===== src/rtl/sw_seq_loader.sv =====
// Serial base loader for the Smith-Waterman aligner: packs one reference
// and one query frame from a 2-bit base stream and holds them for the core.
module sw_seq_loader #(
    parameter int REF_LEN    = 15,
    parameter int QUERY_LEN  = 10,
    parameter int BASE_WIDTH = 2
) (
    input  logic                            clk,
    input  logic                            rst_n,
    input  logic                            in_valid,
    output logic                            in_ready,
    input  logic [BASE_WIDTH-1:0]           in_base,
    input  logic                            in_last,
    output logic [REF_LEN*BASE_WIDTH-1:0]   ref_seq,
    output logic [QUERY_LEN*BASE_WIDTH-1:0] query_seq,
    output logic                            seq_valid,
    input  logic                            seq_ack,
    output logic                            err_len,
    output logic [7:0]                      frame_count
);

    localparam logic [7:0] REF_LAST = 8'(REF_LEN - 1);
    localparam logic [7:0] QRY_LAST = 8'(QUERY_LEN - 1);

    typedef enum logic [1:0] {
        S_LOAD_REF,
        S_LOAD_QRY,
        S_HOLD,
        S_DRAIN
    } state_t;

    state_t                          r_state;
    logic [7:0]                      r_ref_cnt;
    logic [7:0]                      r_qry_cnt;
    logic [REF_LEN*BASE_WIDTH-1:0]   r_ref_seq;
    logic [QUERY_LEN*BASE_WIDTH-1:0] r_qry_seq;
    logic                            r_seq_valid;
    logic                            r_err_len;
    logic [7:0]                      r_frame_count;

    logic w_xfer;
    logic w_in_ref;
    logic w_in_qry;
    logic w_qry_end;
    logic w_short;
    logic w_long;
    logic w_err;

    assign in_ready  = (r_state != S_HOLD);
    assign w_xfer    = in_valid & in_ready;
    assign w_in_ref  = (r_state == S_LOAD_REF);
    assign w_in_qry  = (r_state == S_LOAD_QRY);
    assign w_qry_end = (r_qry_cnt == QRY_LAST);

    // Short: frame ended early. Long: last query base arrived without in_last.
    assign w_short = w_xfer & in_last &
                     (w_in_ref | (w_in_qry & ~w_qry_end));
    assign w_long  = w_xfer & ~in_last & w_in_qry & w_qry_end;
    assign w_err   = w_short | w_long;

    always_ff @(posedge clk) begin
        if (!rst_n) begin
            r_state       <= S_LOAD_REF;
            r_ref_cnt     <= '0;
            r_qry_cnt     <= '0;
            r_ref_seq     <= '0;
            r_qry_seq     <= '0;
            r_seq_valid   <= 1'b0;
            r_err_len     <= 1'b0;
            r_frame_count <= '0;
        end else begin
            r_err_len <= 1'b0;
            unique case (r_state)
                S_LOAD_REF: begin
                    if (w_xfer) begin
                        for (int k = 0; k < REF_LEN; k++) begin
                            if (r_ref_cnt == 8'(k)) begin
                                r_ref_seq[(REF_LEN-1-k)*BASE_WIDTH +: BASE_WIDTH]
                                    <= in_base;
                            end
                        end
                        if (r_ref_cnt == REF_LAST) begin
                            r_ref_cnt <= '0;
                            r_state   <= S_LOAD_QRY;
                        end else begin
                            r_ref_cnt <= r_ref_cnt + 8'd1;
                        end
                    end
                end
                S_LOAD_QRY: begin
                    if (w_xfer) begin
                        for (int k = 0; k < QUERY_LEN; k++) begin
                            if (r_qry_cnt == 8'(k)) begin
                                r_qry_seq[(QUERY_LEN-1-k)*BASE_WIDTH +: BASE_WIDTH]
                                    <= in_base;
                            end
                        end
                        if (w_qry_end) begin
                            r_qry_cnt <= '0;
                            if (in_last) begin
                                r_state       <= S_HOLD;
                                r_seq_valid   <= 1'b1;
                                r_frame_count <= r_frame_count + 8'd1;
                            end
                        end else begin
                            r_qry_cnt <= r_qry_cnt + 8'd1;
                        end
                    end
                end
                S_HOLD: begin
                    if (seq_ack) begin
                        r_seq_valid <= 1'b0;
                        r_ref_cnt   <= '0;
                        r_qry_cnt   <= '0;
                        r_state     <= S_LOAD_REF;
                    end
                end
                S_DRAIN: begin
                    if (w_xfer && in_last) begin
                        r_state <= S_LOAD_REF;
                    end
                end
                default: r_state <= S_LOAD_REF;
            endcase

            // Errors override whatever the state logic wrote this cycle.
            if (w_err) begin
                r_err_len <= 1'b1;
                r_ref_cnt <= '0;
                r_qry_cnt <= '0;
                r_ref_seq <= '0;
                r_qry_seq <= '0;
                r_state   <= w_long ? S_DRAIN : S_LOAD_REF;
            end
        end
    end

    assign ref_seq     = r_ref_seq;
    assign query_seq   = r_qry_seq;
    assign seq_valid   = r_seq_valid;
    assign err_len     = r_err_len;
    assign frame_count = r_frame_count;

endmodule

===== config.mk =====
export PLATFORM = sky130hd
export DESIGN_NAME = sw_seq_loader
export DESIGN_NICKNAME = d
export VERILOG_FILES = /design/src/rtl/sw_seq_loader.sv
export SDC_FILE = /design/constraint.sdc
export NUM_CORES = 1
export LEC_CHECK = 0
export CAP_MARGIN = 20
export CELL_PAD_IN_SITES_DETAIL_PLACEMENT = 1
export CELL_PAD_IN_SITES_GLOBAL_PLACEMENT = 1
export CORE_MARGIN = 10
export CORE_UTILIZATION = 40
export CTS_BUF_LIST = sky130_fd_sc_hd__clkbuf_2
export CTS_CLUSTER_DIAMETER = 30
export DETAILED_ROUTE_END_ITERATION = 10
export GPL_TIMING_DRIVEN = 0
export PLACE_DENSITY = 0.84
export SLEW_MARGIN = 20
export SYNTH_ARGS = -nofsm -noshare
export SYNTH_HDL_FRONTEND = slang
export SYNTH_SLANG_ARGS = --single-unit

===== constraint.sdc =====
create_clock -name clk -period 2.2 [get_ports clk]
set_clock_uncertainty 0.1 [all_clocks]
set_input_delay 0.22 -clock clk [delete_from_list [all_inputs] [get_ports clk]]
set_output_delay 0.22 -clock clk [all_outputs]
set_load 0.05 [all_outputs]

==> reports/qor.csv, run 1 <==
metric;value;unit
power.density;513;nW/µm²
ios;68;
drc;0;
antenna_found_initial;0;
worst_pin_slew;0.686;ns
drive_gt1_frac;0.112;
tns;0;ns
synthAdderAreaFrac;0.0322;
leakage;1.79;nW
num-fill-cells;1047;
synth_top_family_by_area;simple AND/OR/NAND/NOR gates;
synth_warnings;0;
dp_hpwl;7.63;mm
finalCritPeriodShare;0.988;
wl_met3;599;µm
top_layer;met4;
synth_compound_area_frac;0.0787;
critPathCaptureType;flop;
grt_first_pass_wirelength;17.7;mm
setup_viol;0;
drtAntennaViolNets;0;
synth_xor_area_frac;0.0426;
syn_inst;407;
clk_path_buf_depth;2;
finalHoldViolCount;0;
drv_cap;0;
synth-seq-area-share;0.446;
fin_crit;2.17;ns
finalNonFillerCells;609;
vias;3247;
cts_tree;yes;
dp_cells;579;
grt_pass1_vias;3412;
syn-cell-area;3500;µm²
hold_path_class;reg2reg;
drt_iter0_drc;128;
die_h;114;µm
area_delta_synth_final;30.9;%
avgSynthCellArea;8.60;µm²
fmax;0.460;GHz
clock_sinks;78;
place_congestion;0.840;
startpoint_type;flop;
rows;34;
final.setup.worst_slack;0.0269;ns
final_util;0.530;
status;finished, final reports clean;
synth_top_area_frac;0.446;
slew_headroom;0.543;
port_buffers;64;
n_antenna_cell;0;
ys_async_sr_fraction;0;
cp_max_fo;10;
synth_most_common_cell;dfxtp_1;
synth-simple-area-share;0.278;
post_dp_cell_area;4270;µm²
die_x;114;µm
routed_via_density;5.33;
wl_met2;5.46;mm
rsz0062_at_grt;true;
wl_per_cell;17.6;µm
syn-num-nets;423;
ys.flop_type;dfxtp_1;
drtPass1Iterations;4;
slew_violations;0;
path_clk_slew;0.24;ns
synthMuxAreaShare;0.0776;
yosys-top-cells-count;dfxtp_1 (78), nand2_1 (56), nor2_1 (48);
cts-root-buf;clkbuf_2;
synth_largest_area_cell;dfxtp_1;
dp_slack;-0.601;ns
die-area;12900;µm²
cts_buffers;9;
ys_types;50;
crit_type;reg2reg;
htreeDepth;3;
grt_overflow_total;0;
grt_start_max_net_pins;15;
wirelength;10.7;mm
synth_area_leaders;dfxtp_1 (45%), mux2i_1 (7.4%), nand3_1 (6.6%);
worstSkewPairLatency;0.52;ns
cp.required;2.55;ns
cp.arrival;2.53;ns
core_area;8640;µm²
grt_usage;0.166;
final_net_count;512;
final_area;4580;µm²
ys_ff_latch;78;
m1WireLength;4.50;mm
ir_drop;0.000267;V
initial_core_util;0.405;
synth-edff-count;0;
==> kinds of logic (layout without fill, tap and decap cells) <==
logic type | Yosys count | in the layout
muxes | 27 | 27
DFF | 78 | 78
adders and majority gates | 9 | 9
AOI/OAI and AO/OA | 48 | 48
xor gates and xnor gates | 17 | 17
and+or+nand+nor | 196 | 197
buffers and inverters | 32 | 125
==> registers in the layout, indices dropped and copies added, names as in the netlist <==
name and count:
ref_seq 30, query_seq 20, frame_count 8, r_qry_cnt 8, r_ref_cnt 8, r_state 2
err_len 1, seq_valid 1
==> placed cells by master (no fill, tap or decap), drive strengths merged, types with 4 or more instances in the layout <==
cell type,instances
a21oi,32
and2,10
buf,19
clkbuf,23
clkdlybuf4s50,61
dfxtp,78
ha,9
inv,11
mux2i,26
nand2,58
nand3,46
nand4,7
nor2,48
nor3,4
o21ai,5
xnor2,6
xor2,11
==> per-layer routing <==
layer	track usage	up-vias
met1	0.194	1605
met5	0	-
met2	0.285	63
met4	0.0584	0
met3	0.0425	14
li1	-	1565
==> power breakdown <==
group	total (mW)	internal, mW	switching [mW]
clock	0.699	0.150	0.550
sequential	1.43	1.43	0.00932
combinational	0.218	0.0711	0.146
total	2.35	1.65	0.705
==> worst paths after layout <==
| kind | from | end | slack [ns] | cells after the start |
|---|---|---|---|---|
| worst max-delay path | r_qry_cnt[4] | query_seq[6] | 0.03 | 6 |
| worst min-delay path | ref_seq[0] | ref_seq[0] | 0.37 | 2 |
| worst max register to register | r_qry_cnt[4] | query_seq[6] | 0.03 | 6 |
| worst min register to register | ref_seq[0] | ref_seq[0] | 0.37 | 2 |
==> worst max-delay path, cell delays in order, from the launching register on <==
cell     delay (ns)
dfxtp_4        0.42
or4_4          0.56
or3_1          0.39
a21o_4         0.27
nand2_4        0.12
buf_4          0.19
nor2_1         0.06
==> per-stage QoR <==
step | power (mW) | hold slack (ns)
2_1_floorplan | 1.59 | 0.341
3_3_place_gp | 1.64 | 0.348
3_5_place_dp | 1.65 | 0.351
4_1_cts | 2.36 | 0.375
5_1_grt | 2.45 | 0.396
6_report | 2.35 | 0.373
==> timing repair <==
action,in CTS,in global routing
setup buffers,7,3
endpoints found under the hold margin,18,0
hold buffers,3,0
setup endpoints to repair,68,44
cloned,1,0
pin swaps,5,1
gates resized for setup,22,8
==> cell type report <==
class / count / area (µm²) / share of cell area
clock buffers: 9 / 45.0 / 0.00983
flip-flops and latches: 78 / 1570 / 0.342
repair buffers: 77 / 752 / 0.164
well taps: 108 / 135 / 0.0295
multi-input cells: 298 / 1850 / 0.403
clock inverters: 7 / 48.8 / 0.0107
inverters: 9 / 33.8 / 0.00738
plain buffers: 23 / 150 / 0.0328
No activity file was read; power rests on OpenSTA's default activity.
==> run 2: changes to the inputs <==
--- a/config.mk
+++ b/config.mk
@@ -9,12 +9,13 @@
 export CELL_PAD_IN_SITES_DETAIL_PLACEMENT = 1
 export CELL_PAD_IN_SITES_GLOBAL_PLACEMENT = 1
 export CORE_MARGIN = 10
-export CORE_UTILIZATION = 40
+export CORE_UTILIZATION = 43
 export CTS_BUF_LIST = sky130_fd_sc_hd__clkbuf_2
 export CTS_CLUSTER_DIAMETER = 30
 export DETAILED_ROUTE_END_ITERATION = 10
 export GPL_TIMING_DRIVEN = 0
-export PLACE_DENSITY = 0.84
+export HOLD_SLACK_MARGIN = 0.12
+export PLACE_DENSITY = 0.9
 export SLEW_MARGIN = 20
 export SYNTH_ARGS = -nofsm -noshare
 export SYNTH_HDL_FRONTEND = slang
==> constraint.sdc (replaced) <==
create_clock -name clk -period 2.5 [get_ports clk]
set_clock_uncertainty 0.1 [all_clocks]
set_input_delay 0.25 -clock clk [delete_from_list [all_inputs] [get_ports clk]]
set_output_delay 0.25 -clock clk [all_outputs]
set_load 0.05 [all_outputs]
==> run 2 against run 1 <==
Via count fell by 3.2%; sequential cell count did not move; cell count fell by 2.8%; highest routed layer unchanged; global-route usage rose by 1.8 points; critical endpoint is now ref_seq[6]; utilization rose by 4.2 points; combinational power fell by 19%; die area fell by 5.8%; clock power rose by 19%; largest power group unchanged.
==> reports/qor.csv, run 2 (synthesis results as in run 1) <==
metric;value;unit
grt_overflow_total;0;
drt_iter0_drc;93;
htreeDepth;3;
drv_cap;0;
leakage;1.71;nW
ios;68;
startpoint_type;flop;
drive_gt1_frac;0.0796;
cts_setup_buffers;0;
fin_crit;2.48;ns
largest_reg_flops;30;
wl_per_cell;18.1;µm
worstSkewPairLatency;0.54;ns
met2_usage;0.319;
num-fill-cells;930;
power.density;508;nW/µm²
drtPass1Iterations;4;
hold_path_class;reg2reg;
ir_drop;0.000304;V
drtAntennaViolNets;0;
cp.arrival;2.87;ns
whs;0.372;ns
grt.busiest_layer;met2;
vias;3144;
slew_headroom;0.510;
core_area;7810;µm²
path_clk_slew;0.25;ns
place_congestion;0.815;
multi_input_area;1810;µm²
grt_first_pass_wirelength;17.6;mm
finalNonFillerCells;592;
cts-root-buf;clkbuf_2;
critPathCaptureType;flop;
grt_usage;0.184;
dp_slack;-0.394;ns
drc;0;
cts_buffers;9;
rsz0062_at_grt;true;
final_cell_mix;dfxtp_1 (78), clkdlybuf4s50_1 (63), nand2_1 (56);
dp_cells;573;
dp_hpwl;7.73;mm
die_h;110;µm
final_util;0.572;
status;finished, final reports clean;
finalCritPeriodShare;0.992;
die_x;110;µm
cts_tree;yes;
whs_path_depth;2;
port_buffers;64;
final_net_count;501;
final.setup.worst_slack;0.0199;ns
grt_pass1_vias;3336;
routed_via_density;5.31;
setup_viol;0;
slew_violations;0;
finalHoldViolCount;0;
rows;32;
fmax;0.403;GHz
tns;0;ns
n_antenna_cell;0;
cp.required;2.89;ns
die-area;12100;µm²
initial_core_util;0.448;
final_common_cell;dfxtp_1;
ff_latch_area;1560;µm²
cp_max_fo;10;
area_delta_synth_final;27.8;%
worst_pin_slew;0.732;ns
crit_type;reg2reg;
clk_path_buf_depth;2;
use_met1;0.211;
wirelength;10.7;mm
grt_start_max_net_pins;16;
gr-usage-met3;0.0546;
antenna_found_initial;0;
r2r_cells;7;
clock_sinks;78;
[run 2: path summary, 6_finish.rpt]
path / slack (ns) / endpoint / startpoint
max: 0.02 / ref_seq[6] / r_state[1]
min: 0.37 / ref_seq[13] / ref_seq[13]
max reg2reg: 0.02 / ref_seq[6] / r_state[1]
min reg2reg: 0.37 / ref_seq[13] / ref_seq[13]
[run 2: timing repair]
item / 4_1_cts / 5_1_grt
resized for setup: 1 / 7
endpoints found under the hold margin: 34 / 0
gates cloned: 0 / 0
hold buffers: 3 / 0
endpoints found under the setup margin: 1 / 42
[run 2: final cells by class]
cell class,instances,area share
plain buffers,23,0.0277
clock buffers,9,0.0101
clock inverters,7,0.0232
inverters,9,0.00756
multi-input cells,297,0.405
flip-flops and latches,78,0.349
well taps,102,0.0286
repair buffers,67,0.149
[run 2: worst max-delay path: stages, from the launching register on]
cell	delay, ns
dfxtp_1	0.35
buf_4	0.16
or3b_2	0.45
clkbuf_1	0.19
nor3b_2	0.66
nand3_1	0.24
mux2i_1	0.21
nor2_1	0.07
[run 2: through the flow]
step                instance area (µm²)  total power, mW
floorplan                          3500             1.40
global placement                   4270             1.45
detailed placement                 4270             1.45
CTS                                4440             2.29
global route                       4470             2.37
finish                             4470             2.27
[run 2: report_power, final]
group          internal [mW]  switching [mW]  leakage (nW)
logic                 0.0509           0.125         0.996
registers               1.26         0.00749         0.629
clock network          0.344           0.490        0.0811
total                   1.65           0.622          1.71
[run 2: routing by layer]
metal | vias up | routed length, µm
li1 | 1543 | -
met1 | 1530 | 4540
met2 | 57 | 5460
met3 | 14 | 570
met4 | 0 | 161
met5 | - | 0
==> run 3: changes to the inputs <==
--- a/config.mk
+++ b/config.mk
@@ -9,13 +9,13 @@
 export CELL_PAD_IN_SITES_DETAIL_PLACEMENT = 1
 export CELL_PAD_IN_SITES_GLOBAL_PLACEMENT = 1
 export CORE_MARGIN = 10
-export CORE_UTILIZATION = 43
+export CORE_UTILIZATION = 40
 export CTS_BUF_LIST = sky130_fd_sc_hd__clkbuf_2
 export CTS_CLUSTER_DIAMETER = 30
 export DETAILED_ROUTE_END_ITERATION = 10
 export GPL_TIMING_DRIVEN = 0
 export HOLD_SLACK_MARGIN = 0.12
-export PLACE_DENSITY = 0.9
+export PLACE_DENSITY = 0.84
 export SLEW_MARGIN = 20
 export SYNTH_ARGS = -nofsm -noshare
 export SYNTH_HDL_FRONTEND = slang
==> constraint.sdc (replaced) <==
create_clock -name clk -period 2.7 [get_ports clk]
set_clock_uncertainty 0.1 [all_clocks]
set_input_delay 0.27 -clock clk [delete_from_list [all_inputs] [get_ports clk]]
set_output_delay 0.27 -clock clk [all_outputs]
set_load 0.05 [all_outputs]
==> run 3 against run 2 <==
Power shrank 17%; design area shrank 1.6%; sequential power shrank 7%; clock-buffer cell count is the same; sequential share of layout area grew 0.58 points; global-route usage shrank 2.4 points; critical path depth shrank 3; non-clock buffer count is the same.
==> reports/qor.csv, run 3 (synthesis results as in run 1) <==
metric;value;unit
cp.arrival;2.10;ns
path_clk_slew;0.24;ns
die-area;12900;µm²
finalHoldViolCount;0;
cp_max_fo;10;
p_clk_frac;0.299;
die_h;114;µm
switching_share;0.297;
cts_buffers;9;
slew_headroom;0.347;
fin_crit;2.47;ns
seqPwrFrac;0.618;
place_congestion;0.840;
r2r_cells;7;
grt.busiest_layer;met2;
p_int;1.33;mW
fmax;0.404;GHz
cp.required;2.33;ns
area_delta_synth_final;25.7;%
worstSkewPairLatency;0.53;ns
ios;68;
power.density;431;nW/µm²
post_dp_cell_area;4270;µm²
gr-usage-met3;0.0409;
drt_iter0_drc;91;
power_frac_comb;0.083;
clk_path_buf_depth;2;
cts-root-buf;clkbuf_2;
grt_overflow_total;0;
grt_first_pass_wirelength;17.0;mm
hold_path_class;reg2reg;
initial_core_util;0.405;
whs_path_depth;2;
final_net_count;501;
leakage;1.67;nW
wirelength;10.0;mm
drc;0;
critPathCaptureType;primary output;
cts_tree;yes;
final_common_cell;dfxtp_1;
startpoint_type;flop;
crit_type;reg2out;
grt_usage;0.159;
slew_violations;0;
ir_drop;0.000198;V
die_x;114;µm
final_cell_mix;dfxtp_1 (78), clkdlybuf4s50_1 (63), nand2_1 (56);
clock_sinks;78;
finalCritPeriodShare;0.916;
cts_setup_buffers;0;
grt_start_max_net_pins;15;
port_buffers;64;
status;finished, final reports clean;
rsz0062_at_grt;false;
drv_cap;0;
dp_hpwl;7.63;mm
netSwitchingPower;0.563;mW
largest_reg_flops;30;
core_area;8640;µm²
use_met1;0.190;
drtPass1Iterations;4;
worst_pin_slew;0.971;ns
wl_per_cell;16.8;µm
drive_gt1_frac;0.0735;
rows;34;
met2_usage;0.271;
dp_slack;-0.151;ns
routed_via_density;5.21;
setup_viol;0;
final_area;4400;µm²
antenna_found_initial;0;
n_antenna_cell;0;
vias;3115;
drtAntennaViolNets;0;
final.setup.worst_slack;0.226;ns
grt_pass1_vias;3307;
htreeDepth;3;
[run 3: final timing paths]
kind	start	to	slack, ns
setup / recovery	r_state[0]	in_ready	0.23
hold / removal	ref_seq[0]	ref_seq[0]	0.37
setup reg to reg	r_state[1]	ref_seq[7]	0.31
hold reg to reg	ref_seq[0]	ref_seq[0]	0.37
[run 3: critical path: stages (launching register included)]
cell and delay [ns]:
dfxtp_1 0.46, clkbuf_1 0.35, nor2_1 0.18, inv_1 0.08, dlygate4sd2_1 0.53
[run 3: area by class of cell]
type / instances / area (µm²)
buffer: 23 / 121
clock inverter: 7 / 48.8
tap: 108 / 135
fill: 1058 / 4240
sequential: 78 / 1560
multi-input combinational: 297 / 1780
timing repair buffer: 67 / 669
clock buffer: 9 / 45.0
inverter: 9 / 33.8
[run 3: what timing repair did]
action / CTS / global route
hold buffers: 3 / 0
setup endpoints to repair: 1 / 0
endpoints found under the hold margin: 34 / 0
gates resized for setup: 1 / 0
[run 3: power groups by stage]
| stage | Clock, mW | Combinational, mW | Sequential (mW) |
|---|---|---|---|
| global placement | 0 | 0.149 | 1.19 |
| floorplan | 0 | 0.0872 | 1.21 |
| CTS | 0.576 | 0.157 | 1.17 |
| global route | 0.627 | 0.174 | 1.17 |
| detailed placement | 0 | 0.154 | 1.19 |
| finish | 0.567 | 0.157 | 1.17 |
[run 3: per-layer routing]
layer	up-vias	share of wire
li1	1546	-
met1	1516	0.44
met2	42	0.51
met3	11	0.041
met4	0	0.011
met5	-	0
[run 3: metrics by stage]
step	TNS (ns)	power (mW)	cells	hold slack [ns]	utilization
3_5_place_dp	-0.703	1.35	579	0.351	0.495
3_3_place_gp	-0.380	1.34	579	0.348	0.495
5_1_grt	0	1.97	598	0.402	0.509
2_1_floorplan	0	1.29	407	0.378	-
6_report	0	1.89	598	0.374	0.509
4_1_cts	0	1.90	598	0.375	0.509
